[src/rtl/sm_rom_arbiter_if.sv]
// Fetch-side bus of the instruction-ROM arbiter: N requesters sharing one port.
// The master drives requests; the arbiter (slave) returns grants and read data.
interface sm_rom_arbiter_if #(
  parameter int N = 2
);
  logic [N-1:0]    req;
  logic [N-1:0]    lock;
  logic [32*N-1:0] addr;
  logic [N-1:0]    gnt;
  logic [N-1:0]    rvalid;
  logic [31:0]     rdata;
  logic            err;

  modport master (
    output req, lock, addr,
    input  gnt, rvalid, rdata, err
  );

  modport slave (
    input  req, lock, addr,
    output gnt, rvalid, rdata, err
  );
endinterface

[src/rtl/sm_rom_arbiter.sv]
// Round-robin arbiter sharing the asynchronous sm_rom read port between N fetchers,
// with bounded lock runs and out-of-range address flagging.
module sm_rom_arbiter #(
  parameter int N        = 2,
  parameter int SIZE     = 64,
  parameter int MAX_LOCK = 4
) (
  input  logic                clk,
  input  logic                rst,
  sm_rom_arbiter_if.slave     bus,
  output logic [31:0]         rom_a,
  input  logic [31:0]         rom_rd
);
  localparam int PW = (N > 1) ? $clog2(N) : 1;
  localparam int CW = 4;

  logic [PW-1:0] rr_ptr_r;
  logic [PW-1:0] owner_r;
  logic          owner_vld_r;
  logic [CW-1:0] lock_cnt_r;
  logic [N-1:0]  rvalid_r;
  logic [31:0]   rdata_r;
  logic          err_r;

  logic          lock_hit_s;
  logic [PW:0]   pick_s;
  logic          win_vld_s;
  logic [PW-1:0] win_s;
  logic [31:0]   win_addr_s;
  logic          in_range_s;
  logic [N-1:0]  gnt_s;
  logic [31:0]   rom_a_s;

  // First requester at or after ptr (wrapping); MSB of the result flags "found".
  function automatic logic [PW:0] rr_pick(input logic [N-1:0] r, input logic [PW-1:0] ptr);
    logic [PW:0] res;
    int          idx;
    res = '0;
    for (int k = 0; k < N; k++) begin
      idx = (int'(ptr) + k) % N;
      res = (!res[PW] && r[idx]) ? {1'b1, PW'(idx)} : res;
    end
    return res;
  endfunction

  // Winner selection: an unexpired lock run beats the round-robin search.
  always_comb begin
    lock_hit_s = owner_vld_r && bus.req[owner_r] && bus.lock[owner_r] &&
                 (lock_cnt_r < CW'(MAX_LOCK));
    pick_s     = rr_pick(bus.req, rr_ptr_r);
    if (lock_hit_s) begin
      win_vld_s = 1'b1;
      win_s     = owner_r;
    end else begin
      win_vld_s = pick_s[PW];
      win_s     = pick_s[PW-1:0];
    end
  end

  // Grant and ROM address; both are forced low while reset is asserted.
  always_comb begin
    gnt_s      = '0;
    rom_a_s    = 32'h0000_0000;
    win_addr_s = bus.addr[{win_s, 5'b00000} +: 32];
    in_range_s = (win_addr_s < 32'(SIZE));
    if (!rst && win_vld_s) begin
      gnt_s[win_s] = 1'b1;
      rom_a_s      = win_addr_s;
    end else begin
      gnt_s   = '0;
      rom_a_s = 32'h0000_0000;
    end
  end

  // Response registers, round-robin pointer and lock-run bookkeeping.
  always_ff @(posedge clk or posedge rst) begin
    if (rst) begin
      rr_ptr_r    <= '0;
      owner_r     <= '0;
      owner_vld_r <= 1'b0;
      lock_cnt_r  <= '0;
      rvalid_r    <= '0;
      rdata_r     <= 32'h0000_0000;
      err_r       <= 1'b0;
    end else if (win_vld_s) begin
      rvalid_r <= gnt_s;
      rdata_r  <= in_range_s ? rom_rd : 32'h0000_0000;
      err_r    <= !in_range_s;
      rr_ptr_r <= (win_s == PW'(N - 1)) ? '0 : (win_s + PW'(1));
      if (bus.lock[win_s]) begin
        // Re-granting an expired owner through round-robin starts a fresh run.
        if (lock_hit_s) begin
          lock_cnt_r <= lock_cnt_r + CW'(1);
        end else begin
          owner_r     <= win_s;
          owner_vld_r <= 1'b1;
          lock_cnt_r  <= CW'(1);
        end
      end else begin
        owner_r     <= '0;
        owner_vld_r <= 1'b0;
        lock_cnt_r  <= '0;
      end
    end else begin
      rvalid_r    <= '0;
      err_r       <= 1'b0;
      owner_r     <= '0;
      owner_vld_r <= 1'b0;
      lock_cnt_r  <= '0;
    end
  end

  assign bus.gnt    = gnt_s;
  assign bus.rvalid = rvalid_r;
  assign bus.rdata  = rdata_r;
  assign bus.err    = err_r;
  assign rom_a      = rom_a_s;

endmodule

[src/flat_wrapper.sv]
// flat-port wrapper written by rule: the top's interface ports become plain ports
module sm_rom_arbiter_flat 
#(
  parameter int N        = 2,
  parameter int SIZE     = 64,
  parameter int MAX_LOCK = 4
)
  (clk, rst, rom_a, rom_rd, bus_req, bus_lock, bus_addr, bus_gnt, bus_rvalid, bus_rdata, bus_err);
  sm_rom_arbiter_if #(.N(N)) bus_i ();
  input  logic clk;
  input  logic rst;
  output logic [31:0] rom_a;
  input  logic [31:0] rom_rd;
  input wire logic [$bits(bus_i.req)-1:0] bus_req;
  input wire logic [$bits(bus_i.lock)-1:0] bus_lock;
  input wire logic [$bits(bus_i.addr)-1:0] bus_addr;
  output wire logic [$bits(bus_i.gnt)-1:0] bus_gnt;
  output wire logic [$bits(bus_i.rvalid)-1:0] bus_rvalid;
  output wire logic [$bits(bus_i.rdata)-1:0] bus_rdata;
  output wire logic [$bits(bus_i.err)-1:0] bus_err;
  assign bus_i.req = bus_req;
  assign bus_i.lock = bus_lock;
  assign bus_i.addr = bus_addr;
  assign bus_gnt = bus_i.gnt;
  assign bus_rvalid = bus_i.rvalid;
  assign bus_rdata = bus_i.rdata;
  assign bus_err = bus_i.err;
  sm_rom_arbiter #(.N(N), .SIZE(SIZE), .MAX_LOCK(MAX_LOCK)) u_core (.clk(clk), .rst(rst), .bus(bus_i), .rom_a(rom_a), .rom_rd(rom_rd));
endmodule
[config.mk]
export PLATFORM = sky130hd
export DESIGN_NAME = sm_rom_arbiter_flat
export DESIGN_NICKNAME = d
export VERILOG_FILES = /design/src/rtl/sm_rom_arbiter_if.sv /design/src/rtl/sm_rom_arbiter.sv /design/src/flat_wrapper.sv
export SDC_FILE = /design/constraint.sdc
export NUM_CORES = 1
export LEC_CHECK = 0
export CAP_MARGIN = 15
export CELL_PAD_IN_SITES_DETAIL_PLACEMENT = 1
export CELL_PAD_IN_SITES_GLOBAL_PLACEMENT = 1
export CORE_MARGIN = 10
export CORE_UTILIZATION = 24
export DETAILED_ROUTE_END_ITERATION = 8
export GPL_TIMING_DRIVEN = 1
export PLACE_DENSITY = 0.83
export REMOVE_ABC_BUFFERS = 1
export SLEW_MARGIN = 15
export SYNTH_ARGS = -nofsm -noshare
export SYNTH_HDL_FRONTEND = slang
export SYNTH_SLANG_ARGS = --single-unit
[constraint.sdc]
create_clock -name clk -period 2.5 [get_ports clk]
set_input_delay 0.375 -clock clk [delete_from_list [all_inputs] [get_ports clk]]
set_output_delay 0.375 -clock clk [all_outputs]
set_load 0.01 [all_outputs]
Word level (Yosys, flattened, before mapping)
Index checks and enable logic that the tools add are counted.
{"block": "totals", "register_bits": 42, "word_cells": 61}
{"block": "op_classes", "n_reduce_logical": 9, "mux": 32, "bitwise": 1, "add_sub_neg": 3, "eq_ne": 1, "order_cmp": 7, "shifts": 1}
{"op": "$mux W32", "count": 2}
{"op": "$shiftx A64 B7 Y32", "count": 1}
{"op": "$lt A32 B7 Y1 const B", "count": 1}
{"op": "$mux W1", "count": 22}
{"op": "$mux W4", "count": 3}
{"op": "$mux W2", "count": 4}
{"op": "$logic_and A1 B1 Y1", "count": 6}
{"op": "$lt A1 B2 Y1 const B", "count": 3}
{"op": "$add A4 B1 Y4 const B", "count": 1}
{"op": "$lt A4 B3 Y1 const B", "count": 1}
{"op": "$logic_not A1 Y1", "count": 3}
{"op": "$lt A2 B3 Y1 const B", "count": 1}
{"op": "$ne A3 B3 Y1 const B", "count": 1}
{"op": "$add A1 B1 Y1 const B", "count": 2}
{"op": "$and A1 B1 Y1 const A", "count": 1}
{"op": "$demux W1 S1", "count": 1}
{"op": "$ge A1 B1 Y1 const B", "count": 1}

Depth between registers and ports, before layout
Gate-level depths: netlist of run 1.
{"block": "logic_depth", "ltp_word": 14, "ltp_mapped": 7, "ltp_nobuf": 5}

Worst setup path before layout of run 1
Ideal clock, no wire load.
{"block": "synth_timing", "path_kind": "input port to output port", "start": "input rst", "end": "output rom_a[10]", "n_path_buf": 1, "slack_ns": -0.043, "path_stages": 4, "arrival_time_ns": 2.168, "required_ns": 2.125, "path_cell_list": "inv_1 o21ai_1 clkbuf_1 nor2_1"}
{"block": "synth_between", "elab_chain_cells": 3}
{"item": "from (decl)", "line_no": "flat_wrapper.sv:11", "rtl": "input logic rst;"}
{"item": "$logic_not A1 Y1", "line_no": "sm_rom_arbiter.sv:66", "rtl": "if (!rst && win_vld_s) begin"}
{"item": "$logic_and A1 B1 Y1", "line_no": "sm_rom_arbiter.sv:66"}
{"item": "$mux W32", "line_no": "sm_rom_arbiter.sv:66"}
{"item": "to (decl)", "line_no": "flat_wrapper.sv:12", "rtl": "output logic [31:0] rom_a;"}
Every way passes these cells.

Worst setup path in the final report of run 1
{"block": "layout_timing", "start": "register u_core.lock_cnt_r[3]", "end": "output rom_a[24]"}
{"block": "layout_between", "elab_chain_cells": 5, "word_cells_on_any_way": 7, "cone_classes": "1 x order compare; 1 x shift; 3 x mux; 2 x reduce/logical"}
{"item": "from (decl)", "line_no": "sm_rom_arbiter.sv:20", "rtl": "logic [CW-1:0] lock_cnt_r;"}
{"item": "from (signal assigned)", "line_no": "sm_rom_arbiter.sv:93", "rtl": "lock_cnt_r <= lock_cnt_r + CW'(1);"}
{"item": "$lt A4 B3 Y1 (*)", "line_no": "sm_rom_arbiter.sv:49", "rtl": "(lock_cnt_r < CW'(MAX_LOCK));"}
{"item": "$logic_and A1 B1 Y1 (*)", "line_no": "sm_rom_arbiter.sv:48", "rtl": "lock_hit_s = owner_vld_r && bus.req[owner_r] && bus.lock[owner_r] &&"}
{"item": "$mux W1", "line_no": "sm_rom_arbiter.sv:51", "rtl": "if (lock_hit_s) begin"}
{"item": "$shiftx A64 B7 Y32 / $logic_and A1 B1 Y1 (equally long branches)", "line_no": "sm_rom_arbiter.sv:64, sm_rom_arbiter.sv:66"}
{"item": "$mux W32 (*)", "line_no": "sm_rom_arbiter.sv:66"}
Every way passes the cells marked *; elsewhere a longest branch is shown, timed or not.

==> results of run 1 <==
stage by stage:
| step | worst slack (ns) | cells | TNS [ns] |
|---|---|---|---|
| 6_report | 0.08963 | 602 | 0 |
| 5_1_grt | -0.005026 | 602 | -0.007091 |
| 4_1_cts | 0.003933 | 601 | 0 |
| 3_5_place_dp | -0.3428 | 585 | -9.612 |
| 3_3_place_gp | -0.2827 | 585 | -7.893 |
| 2_1_floorplan | -0.5299 | 254 | -15.85 |
placed cells by master (no fill, tap or decap), types with 5 or more instances in the layout:
| cell type | n |
|---|---|
| dfrtp_1 | 42 |
| mux2i_1 | 31 |
| buf_12 | 5 |
| nor4_1 | 12 |
| buf_2 | 10 |
| a32oi_1 | 32 |
| buf_4 | 18 |
| o21ai_2 | 31 |
| clkdlybuf4s15_1 | 5 |
| clkdlybuf4s50_1 | 134 |
| clkbuf_2 | 18 |
| clkbuf_16 | 5 |
| nand2_1 | 35 |
| nor2_1 | 39 |
cell families after synthesis:
logic type | after synthesis | share of synthesized area
multiplexers | 35 | 0.1301
buffers and inverters | 26 | 0.1064
adder cells (fa/ha/maj) | 1 | 0.004470
AO/OA/AOI/OAI | 72 | 0.2204
other | 1 | 0.001340
flip-flops | 42 | 0.3755
AND/OR/NAND/NOR | 101 | 0.1618
layer usage:
| metal | vias to the layer above | track usage | routed length (µm) |
|---|---|---|---|
| met5 | - | 0 | 0 |
| met4 | 0 | 0.02053 | 63 |
| met3 | 4 | 0.02109 | 516 |
| met2 | 80 | 0.2895 | 7375 |
| met1 | 1517 | 0.1507 | 4387 |
| li1 | 1398 | - | - |
flip-flops by register name, indices dropped and copies added, names as in the netlist:
signal	flops
u_core.bus.err	1
u_core.owner_vld_r	1
u_core.lock_cnt_r	4
u_core.bus.rdata	32
u_core.bus.rvalid	2
u_core.owner_r	1
u_core.rr_ptr_r	1
path summary, 6_finish.rpt:
path,start,to,cells past startpoint
max in group asynchronous,rst,u_core.bus.rdata[27],3
min,u_core.lock_cnt_r[0],u_core.lock_cnt_r[0],1
min reg2reg,u_core.lock_cnt_r[0],u_core.lock_cnt_r[0],1
max,u_core.lock_cnt_r[3],rom_a[24],7
min in group asynchronous,rst,u_core.bus.rdata[30],3
max reg2reg,u_core.lock_cnt_r[2],u_core.bus.rdata[9],10
report_power, final:
part           switching (mW)  internal (mW)  total (mW)
clock network           0.259          0.452       0.711
registers             0.00682          0.689       0.696
logic                   0.233          0.286       0.519
final cells by class:
class | instances | area [µm²] | share of cell area
repair buffers | 197 | 1862 | 0.3933
multi-input cells | 210 | 1468 | 0.3101
inverters | 2 | 7.507 | 0.001586
well taps | 143 | 178.9 | 0.03780
flip-flops and latches | 42 | 1051 | 0.2220
clock buffers | 8 | 166.4 | 0.03516
worst register-to-register path, cell delays in order, from the launching register on:
cell     delay (ns)
dfrtp_1        0.40
nor2_2         0.13
nand4_1        0.14
buf_4          0.17
buf_4          0.12
buf_4          0.12
nand4_2        0.10
buf_4          0.15
mux2i_4        0.25
buf_12         0.26
o21ai_0        0.15
what timing repair did:
item / 4_1_cts / 5_1_grt
setup endpoints to repair: 34 / 33
buffers inserted: 6 / 2
pin swaps: 3 / 6
gates cloned: 2 / 0
gates resized for setup: 66 / 49
==> run_results.csv, run 1 <==
group,metric,value,unit
setup_path,cpMaxStageDelayCell,"dfrtp_1",
routing,dr.pass1.iters,4,
layout,stdcell_area,4733,µm²
clock_network,root_buffer,"clkbuf_16",
routing,drt-vias-per-instance,4.982,
layout,fillers,1330,
setup_path,cp_max_fo,11,
timing,worst_slew_pin_slew,0.5613,ns
timing,period_needed,2.410,ns
pwr,p_per_area,407.0,nW/µm²
routing,num_vias,2999,
pwr,peakVddDrop,0.2747,mV
setup_path,path_class,"reg2out",
routing,drc_errors,0,
pwr,p_total,1.927,mW
logic_synthesis,yosysSeqAreaShare,0.3755,
clock_network,cts.path.max_buffers,2,
floorplan,initial_utilization,0.2451,
grt,first_global_vias,3304,
clock_network,postCtsHoldBufs,0,
logic_synthesis,synth-edff-count,0,
clock_network,cts_tree,"built",
logic_synthesis,synth_largest_area_cell,"dfrtp_1",
logic_synthesis,ys_types,35,
setup_path,path_buf_inv,3,
setup_path,required,2.12,ns
placed_design,dp_hpwl,9541,µm
layout,n_antenna_cell,0,
timing,hold_viol_final,0,
clock_network,path_clk_slew,0.06,ns
logic_synthesis,synthFlopType,"dfrtp_1",
setup_path,max_stage_delay,0.40,ns
placed_design,globalplace.congestion,0.8461,
routing,drtAntennaViolNets,0,
timing,worst_slew_margin_rel,0.6258,
setup_path,arrival,2.04,ns
logic_synthesis,netlist_instances,278,
logic_synthesis,avgSynthCellArea,10.07,µm²
clock_network,htree_num_levels,2,
timing,whs,0.4825,ns
timing,setup_viol,0,
routing,wl_per_cell,20.50,µm
setup_path,end_kind,"output pin",
run,max_cap_violations,0,
floorplan,num_rows,39,
placed_design,place_area,4594,µm²
grt,overflow,0,
floorplan,die_y,128.0,µm
logic_synthesis,synth_area,2799,µm²
clock_network,numCtsBuffers,5,
logic_synthesis,async_flop_share,1.000,
floorplan,die_w,128.0,µm
timing,period_share,0.9641,
logic_synthesis,synth.most_common_cell,"dfrtp_1",
logic_synthesis,ys_top_cells_by_area,"dfrtp_1 38%, mux2i_1 12%, a32oi_1 10%, o21ai_2 9.4%, clkbuf_8 5.9%",
grt,grt_start_max_net_pins,43,
grt,grt_pass1_wl,18990,µm
timing,max_clock_freq,0.4149,GHz
layout,nNetsFinal,561,
floorplan,die-area,16380,µm²
routing,wl,12340,µm
timing,slew_violations,0,
logic_synthesis,synth-seq-cells,42,
logic_synthesis,synthDominantCellAreaShare,0.3755,
setup_path,start_kind,"flip-flop",
pwr,leakage,2.073,nW
timing,skew,0.006363,ns
setup_path,cp_top_family,"compound AO/OA/AOI/OAI gates",
run_status,status,"finished clean",
placed_design,portBuffers,170,
floorplan,core_area,11420,µm²
layout,drive_gt1_frac,0.2331,
grt,antenna_found_initial,0,
floorplan,ios,171,
min_path,hold_class,"reg2reg",
setup_path,path_cells,"o31ai_2, a41o_2, buf_4, buf_12, mux2i_1, nor2_1, clkdlybuf4s15_1",
routing,first_iter_violations,114,
clock_network,clock_sink_count,42,
logic_synthesis,yosys-top-cells-count,"42 x dfrtp_1, 40 x nor2_1, 35 x nand2_1",
logic_synthesis,ys_warn_count,0,
setup_path,r2r_slack,0.39,ns
layout,area_delta_synth_final,69.11,%
layout,fin_util,0.4145,
grt,grt_use_total,0.1424,
clock_network,clk_latency,0.28,ns
Power figures use the tool's default switching activity.
==> run 2, diff against run 1 <==
GPL_ROUTABILITY_DRIVEN = 0   (was default)
==> results of run 2 <==
No change in the layout: final DEF, timing and power equal those of run 1.
